**config.mk**
```make
export PLATFORM = sky130hd
export DESIGN_NAME = cu_seq
export DESIGN_NICKNAME = d
export VERILOG_FILES = /design/src/rtl/cu_seq.sv
export SDC_FILE = /design/constraint.sdc
export NUM_CORES = 1
export LEC_CHECK = 0
export ABC_AREA = 0
export CORE_AREA = 2 2 76 78
export DETAILED_ROUTE_END_ITERATION = 6
export DIE_AREA = 0 0 78 80
export PLACE_DENSITY = 0.72
export SYNTH_ARGS = -nofsm -noshare
export SYNTH_HDL_FRONTEND = slang
export SYNTH_SLANG_ARGS = --single-unit
```
**constraint.sdc**
```tcl
create_clock -name clk -period 1.95 [get_ports clk]
set_input_delay 0.39 -clock clk [delete_from_list [all_inputs] [get_ports clk]]
set_output_delay 0.39 -clock clk [all_outputs]
set_load 0.005 [all_outputs]
```
**src/rtl/cu_seq.sv**
```systemverilog
// Microcode sequencer: fetches an instruction byte over SPI, then walks its micro-steps.
// Optional interrupt entry at ADVANCE is built when CU_SEQ_IRQ_EN is defined.
// dbg_state encoding: 0 FETCH_SPI, 1 LOAD_IR, 2 STEP, 3 STEP_SPI, 4 STEP_EVENTS, 5 ADVANCE.
module cu_seq #(
   parameter int                PC_W        = 16,
   parameter int                STEP_W      = 2,
   parameter logic [8:0]        FETCH_UWORD = 9'h050,
   parameter logic [3:0]        SPI_IN_CODE = 4'd2,
   parameter logic [2:0]        SPI_OUT_A   = 3'd5,
   parameter logic [2:0]        SPI_OUT_B   = 3'd6,
   parameter logic [PC_W-1:0]   IRQ_VECTOR  = '0
) (
   input  logic                 clk,
   input  logic                 rst,
   input  logic                 halt,
   input  logic                 spi_done,
   output logic                 spi_executing,
   input  logic [7:0]           irin,
   output logic [8+STEP_W-1:0]  uaddr,
   input  logic [8:0]           uword,
   input  logic                 pcinflag,
   input  logic [PC_W-1:0]      pcin,
   output logic [PC_W-1:0]      pc,
   output logic                 input_we,
   output logic                 highbits_we,
   output logic [3:0]           inflags,
   output logic [2:0]           outflags,
   output logic [7:0]           cuout,
   output logic [STEP_W-1:0]    step,
`ifdef CU_SEQ_IRQ_EN
   input  logic                 irq,
   output logic                 irq_ack,
   output logic [PC_W-1:0]      epc,
`endif
   output logic [2:0]           dbg_state
);

   typedef enum logic [2:0] {
      FETCH_SPI   = 3'd0,
      LOAD_IR     = 3'd1,
      STEP        = 3'd2,
      STEP_SPI    = 3'd3,
      STEP_EVENTS = 3'd4,
      ADVANCE     = 3'd5
   } state_t;

   localparam logic [STEP_W-1:0] STEP_LAST = '1;

   state_t              state_q, state_d;
   logic [PC_W-1:0]     pc_q, pc_d;
   logic [7:0]          ir_q, ir_d;
   logic [STEP_W-1:0]   step_q, step_d;
   logic                spi_exec_q, spi_exec_d;
`ifdef CU_SEQ_IRQ_EN
   logic [PC_W-1:0]     epc_q, epc_d;
`endif

   logic [8:0]          mw;
   logic                u_last, u_pcc, spi_need;

   // During fetch the memory is not yet addressed by a real opcode, so a fixed word drives the flags.
   assign mw       = (state_q == FETCH_SPI || state_q == LOAD_IR) ? FETCH_UWORD : uword;
   assign u_last   = mw[8];
   assign u_pcc    = mw[7];
   assign spi_need = u_pcc || (mw[3:0] == SPI_IN_CODE) ||
                     (mw[6:4] == SPI_OUT_A) || (mw[6:4] == SPI_OUT_B);

   always_comb begin
      state_d    = state_q;
      pc_d       = pc_q;
      ir_d       = ir_q;
      step_d     = step_q;
      spi_exec_d = spi_exec_q;
`ifdef CU_SEQ_IRQ_EN
      epc_d      = epc_q;
      irq_ack    = 1'b0;
`endif
      if (!halt) begin
         case (state_q)
            FETCH_SPI: begin
               if (spi_done) begin
                  spi_exec_d = 1'b0;
                  state_d    = LOAD_IR;
               end else begin
                  spi_exec_d = 1'b1;
               end
            end
            LOAD_IR: begin
               ir_d    = irin;
               step_d  = '0;
               state_d = STEP;
            end
            STEP: begin
               if (u_pcc) pc_d = pc_q + PC_W'(1);
               if (spi_need) begin
                  spi_exec_d = 1'b1;
                  state_d    = STEP_SPI;
               end else begin
                  state_d = STEP_EVENTS;
               end
            end
            STEP_SPI: begin
               if (spi_done) begin
                  spi_exec_d = 1'b0;
                  state_d    = STEP_EVENTS;
               end
            end
            STEP_EVENTS: begin
               if (u_last || step_q == STEP_LAST) begin
                  state_d = ADVANCE;
               end else begin
                  step_d  = step_q + STEP_W'(1);
                  state_d = STEP;
               end
            end
            ADVANCE: begin
               step_d  = '0;
               state_d = FETCH_SPI;
               // A taken jump wins over a pending interrupt; the interrupt is taken next time.
               if (pcinflag) pc_d = pcin;
`ifdef CU_SEQ_IRQ_EN
               else if (irq) begin
                  epc_d   = pc_q + PC_W'(1);
                  pc_d    = IRQ_VECTOR;
                  irq_ack = 1'b1;
               end
`endif
               else pc_d = pc_q + PC_W'(1);
            end
            default: state_d = FETCH_SPI;
         endcase
      end
   end

   always_ff @(posedge clk or posedge rst) begin
      if (rst) begin
         state_q    <= FETCH_SPI;
         pc_q       <= '0;
         ir_q       <= '0;
         step_q     <= '0;
         spi_exec_q <= 1'b0;
`ifdef CU_SEQ_IRQ_EN
         epc_q      <= '0;
`endif
      end else begin
         state_q    <= state_d;
         pc_q       <= pc_d;
         ir_q       <= ir_d;
         step_q     <= step_d;
         spi_exec_q <= spi_exec_d;
`ifdef CU_SEQ_IRQ_EN
         epc_q      <= epc_d;
`endif
      end
   end

   assign input_we      = (state_q == LOAD_IR) || (state_q == STEP_EVENTS) || (state_q == ADVANCE);
   assign highbits_we   = (state_q == STEP_EVENTS) && (step_q == '0);
   assign spi_executing = spi_exec_q;
   assign uaddr         = {ir_q, step_q};
   assign inflags       = mw[3:0];
   assign outflags      = mw[6:4];
   assign pc            = pc_q;
   assign cuout         = ir_q;
   assign step          = step_q;
   assign dbg_state     = state_q;
`ifdef CU_SEQ_IRQ_EN
   assign epc           = epc_q;
`endif

endmodule

```
Word-level counts from Yosys, hierarchy flattened

Cells that the tools add are included.

Flip-flop bits (word level): 30
Bits of input ports: 38
Output and inout bits: 49
Logic and storage cells: 56

Add/subtract/negate cells: 2
Eq/ne operators: 14
Multiplexer cells: 15
Bitwise gates (word level): 1
Reductions and logical operators: 19

Operator list:

| kind                    | number |
|---|---|
| $mux W16                | 2 |
| $pmux W16 S2            | 1 |
| $add A16 B1 Y16 const B | 1 |
| $pmux W3 S5             | 1 |
| $eq A3 B3 Y1 const B    | 4 |
| $mux W3                 | 4 |
| $ne A2 B2 Y1 const B    | 5 |
| $mux W9                 | 1 |
| $reduce_and A3 Y1       | 3 |
| $logic_or A1 B1 Y1      | 7 |
| $eq A3 B2 Y1 const B    | 2 |
| $eq A4 B2 Y1 const B    | 1 |
| $pmux W2 S2             | 1 |
| $reduce_and A4 Y1       | 1 |
| $reduce_bool A2 Y1      | 2 |
| $eq A3 B1 Y1 const B    | 1 |
| $logic_not A3 Y1        | 1 |
| $mux W1                 | 3 |
| $pmux W1 S3             | 1 |
| $reduce_bool A3 Y1      | 1 |
| $add A2 B1 Y2 const B   | 1 |
| $eq A2 B2 Y1 const B    | 1 |
| $logic_not A2 Y1        | 1 |
| $mux W2                 | 1 |
| 4 further kinds         | 4 |

Depth between registers and ports, before layout

Depth after elaboration: 9
Mapped depth: 6
Gate-level depth less buffers: 5

Least setup slack after synthesis

Ideal clock, no wire load.

Path type: reg-to-output
Start: reg state_q[1] (netlist: dbg_state[1])
End: out outflags[0]
Arrival time: 1,233 ps
Required time: 1,560 ps
Slack: 327 ps
Cell stages (with the launch flop): 5
Path buffers: 2
Cells stage by stage: dfrtp_1 buf_2 buf_1 nor2_1 or2_2

Word-level cells in the longest chain between the ends: 3
Elaborated cells on any way between the ends: 4
Classes of those cells: eq/ne (1); mux (1); reduce/logical (2)

RTL lines:

| what                                             | line | RTL |
|---|---|---|
| start: declaration                               | 49   | `state_t state_q, state_d;` |
| start signal: assignment                         | 146  | `state_q <= state_d;` |
| $eq A3 B1 Y1 or $logic_not A3 Y1 (tied branches) | 62   | `assign mw = (state_q == FETCH_SPI \|\| state_q == LOAD_IR) ? FETCH_UWORD : uword;` |
| $logic_or A1 B1 Y1 *                             | 62   |  |
| $mux W9 *                                        | 62   |  |
| end: declaration                                 | 27   | `output logic [2:0] outflags,` |

Mark *: on every way between the ends. The rest lies on a longest branch, timed or not.

Worst setup path in the final report

Start: reg state_q[0] (netlist: dbg_state[0])
End: out highbits_we

Word-level cells in the longest chain between the ends: 2

RTL lines:

| what                | line | RTL |
|---|---|---|
| $eq A3 B3 Y1        | 158  | `assign highbits_we = (state_q == STEP_EVENTS) && (step_q == '0);` |
| $logic_and A1 B1 Y1 | 158  |  |
| end: declaration    | 25   | `output logic highbits_we,` |

No other way between the ends.

==> results.md <==
* First-pass GRT wire length at 9.10 mm
* CTS Sinks at 30
* Max-slew headroom at 73.6%
* GRT overflow at 0
* Count of hold-fix buffers inserted at cts at 0
* CP startpoint: dbg_state[0]
* Net Count, Synth at roughly 260
* Number of synthesized flops with an enable pin at 0
* Drt wl/cell at roughly 14 um
* Pre-CTS setup slack at -0.00849 ns
* Power per cell area at ~1200 mW/mm2
* Static Leak at about 1.3 nW
* Detail Route Antenna Nets at 0
* Synth Flop Type: dfrtp_1
* Most frequent cells in the layout: clkdlybuf4s50_1 (79), dfrtp_1 (28), a21oi_1 (22)
* Avg Vias per Cell at 5.20
* Worst EP required at 1.56 ns
* Bufs and invs on worst path at 1
* Final Hold Vio Count at 0
* R2r startpoint: dbg_state[2]
* Core ar. at between 0.005 and 0.006 mm2
* Worst r2r dst: pc[12]
* Period utilisation layout at 99.5%
* Sequential element share of the synthesized area at 37.8%
* R2R depth at 7
* Yosys warnings at 0
* Area delta synth->final at 53.6%
* Most common cell after layout, fill and taps aside: clkdlybuf4s50_1
* CTS Buf Count at 5
* Max-cap check violation count at 0
* RSZ-0062 raised after global routing: true
* Detailed-route DRC error count at 0
* Antenna violations before repair at 0
* F_max at 515 MHz
* Clock transition at path regs at ~0.07 ns
* CP endpoint kind: primary output
* Worst Setup Slack, final at 0.00921 ns
* Final Skew at 0.00994 ns
* Share of cells above drive strength 1 at about 17%
* Fillers at 485
* Maximum clock insertion buffer count at 2
* Crit path max-delay cell type: clkdlybuf4s50_1
* Starting Density at a little under two fifths
* Drt total wl at 5.40 mm
* Die footprint at 0.00624 mm2
* Stages on the worst setup path at 3
* Worst-skew pair later-pin latency at 0.28 ns
* Setup CP Type: reg -> out
* Area of the mapped netlist at between 0.0015 and 0.002 mm2
* Gate Count Post-Synth at about 220
* Tightest Pin Transition at 0.396 ns
* Final setup vio count at 0
* Yosys cell types at 54
* Die W at 78 um
* Worst R2R Setup Slack at 0.26 ns
* CP startpoint kind: flip-flop
* Critical Path End: highbits_we
* Critical path, cell by cell: nor2_4 > and3_1 > clkdlybuf4s50_1
* Clock period minus worst slack at 1.94 ns
* CTS tree: built
* Final GP Congestion at 0.844
* Critical path arrival at 1.55 ns
* Reg area at about 750 um2
* Initial DRT Pass Iterations at 4
* Synth Register Bits at 30
* Hold_ws at 0.496 ns
* Antenna diode count at 0
* Multi-input logic area at 0.00107 mm2
* Largest net degree at the start of global routing at 36
* Chip height at 80 um
* Post-layout util at 56.4%
* Hold Crit Class: in -> async
* I/O pin total at 87
* Worst-path maximum fanout at 8
* Crit path largest cell delay at 0.50 ns
* Root Driver: clkbuf_8
* Vias in the first global route at 1973
* Hpwl dp at 3.87 mm
* Max Slew Vio Count at 0
* Gr usage total at 18.0%
* IO buf count at 86
* Vias at 1975
* H-Tree Depth at 2
* Nets at 348
* Status: complete, no violations
* Max IR drop VDD at ~0.00053 V
* Post-synth ARST share at 100%
* Top delay family on crit path: buffers and inverters
* Mean area per synthesized cell at 8.98 um2
* Row cnt at 27
* DRT iter0 DRCs at 80
-- final cells by class --
type	count	share of cell area, %
Tap cell	72	2.95
Sequential cell	30	24.7
Inverter	7	0.862
Clock buffer	7	2.83
Multi-Input combinational cell	159	35.1
Clock inverter	1	0.164
Timing Repair Buffer	104	33.4
-- worst min path at each step --
stage / slack, ns / endpoint
final: 0.50 / cuout[4]
after global routing: 0.55 / cuout[7]
after CTS: 0.51 / cuout[4]
after detailed placement: 0.51 / cuout[7]
after global placement: 0.50 / cuout[0]
after floorplan: 0.48 / cuout[0]
-- where the power goes --
group	switching, mW	total (mW)	internal, mW
Sequential	0.300	1.18	0.881
Clock	0.233	0.518	0.284
Combinational	0.753	2.00	1.25
Total	1.29	3.70	2.41
-- through the flow --
step                      area (um2)  std cells  setup TNS (ns)  power (mW)
after floorplan                 1990        221               0        2.09
after global placement          2900        368               0        3.08
after detailed placement        2900        368        -0.00849        3.14
after CTS                       3040        380        -0.00593        3.73
after global routing            3050        380         -0.0396        3.98
final                           3050        380               0        3.70
-- worst min-delay path: cells and delay by family --
family,cells,cell delay (ns)
buffers and inverters,3,0.81
-- kinds of logic after synthesis --
family	after synthesis	synth area share, %
AND/OR/NAND/NOR	74	21.7
AO/OA/AOI/OAI	71	23.3
buffers and inverters	32	9.20
flip-flops	30	37.8
multiplexers	10	5.61
adder cells (fa/ha/maj)	3	1.89
XOR/XNOR	1	0.441
-- sequential cells by signal, indices dropped and copies added (netlist names) --
| name | cells |
|---|---|
| step | 2 |
| dbg_state | 3 |
| cuout | 8 |
| pc | 16 |
| spi_executing | 1 |
-- metal layers --
metal | vias up | GRT usage [%] | wire (um)
met5 | - | 0 | 0
met4 | 0 | 6.67 | 32
met3 | 2 | 2.83 | 288
met2 | 65 | 31.7 | 2780
met1 | 931 | 22.1 | 2290
li1 | 977 | - | -
-- cell usage after synthesis, drive strengths merged (3+ instances only) --
master | count | area (um2)
a21oi | 22 | 110
a2bb2oi | 5 | 43.8
a31oi | 3 | 18.8
and2 | 3 | 21.3
and3 | 5 | 33.8
buf | 20 | 138
clkbuf | 5 | 18.8
dfrtp | 30 | 751
ha | 3 | 37.5
inv | 7 | 26.3
mux2 | 9 | 101
nand2 | 19 | 71.3
nand2b | 3 | 18.8
nand3 | 10 | 50.1
nand4 | 4 | 40.0
nor2 | 13 | 48.8
nor2b | 5 | 31.3
o21ai | 12 | 60.1
o22ai | 9 | 56.3
-- repair_timing --
item,in CTS,in global routing
gates resized for setup,11,6
buffers inserted,4,0
endpoints found under the setup margin,8,6
pin swaps,0,1
Power figures use the tool's default switching activity.
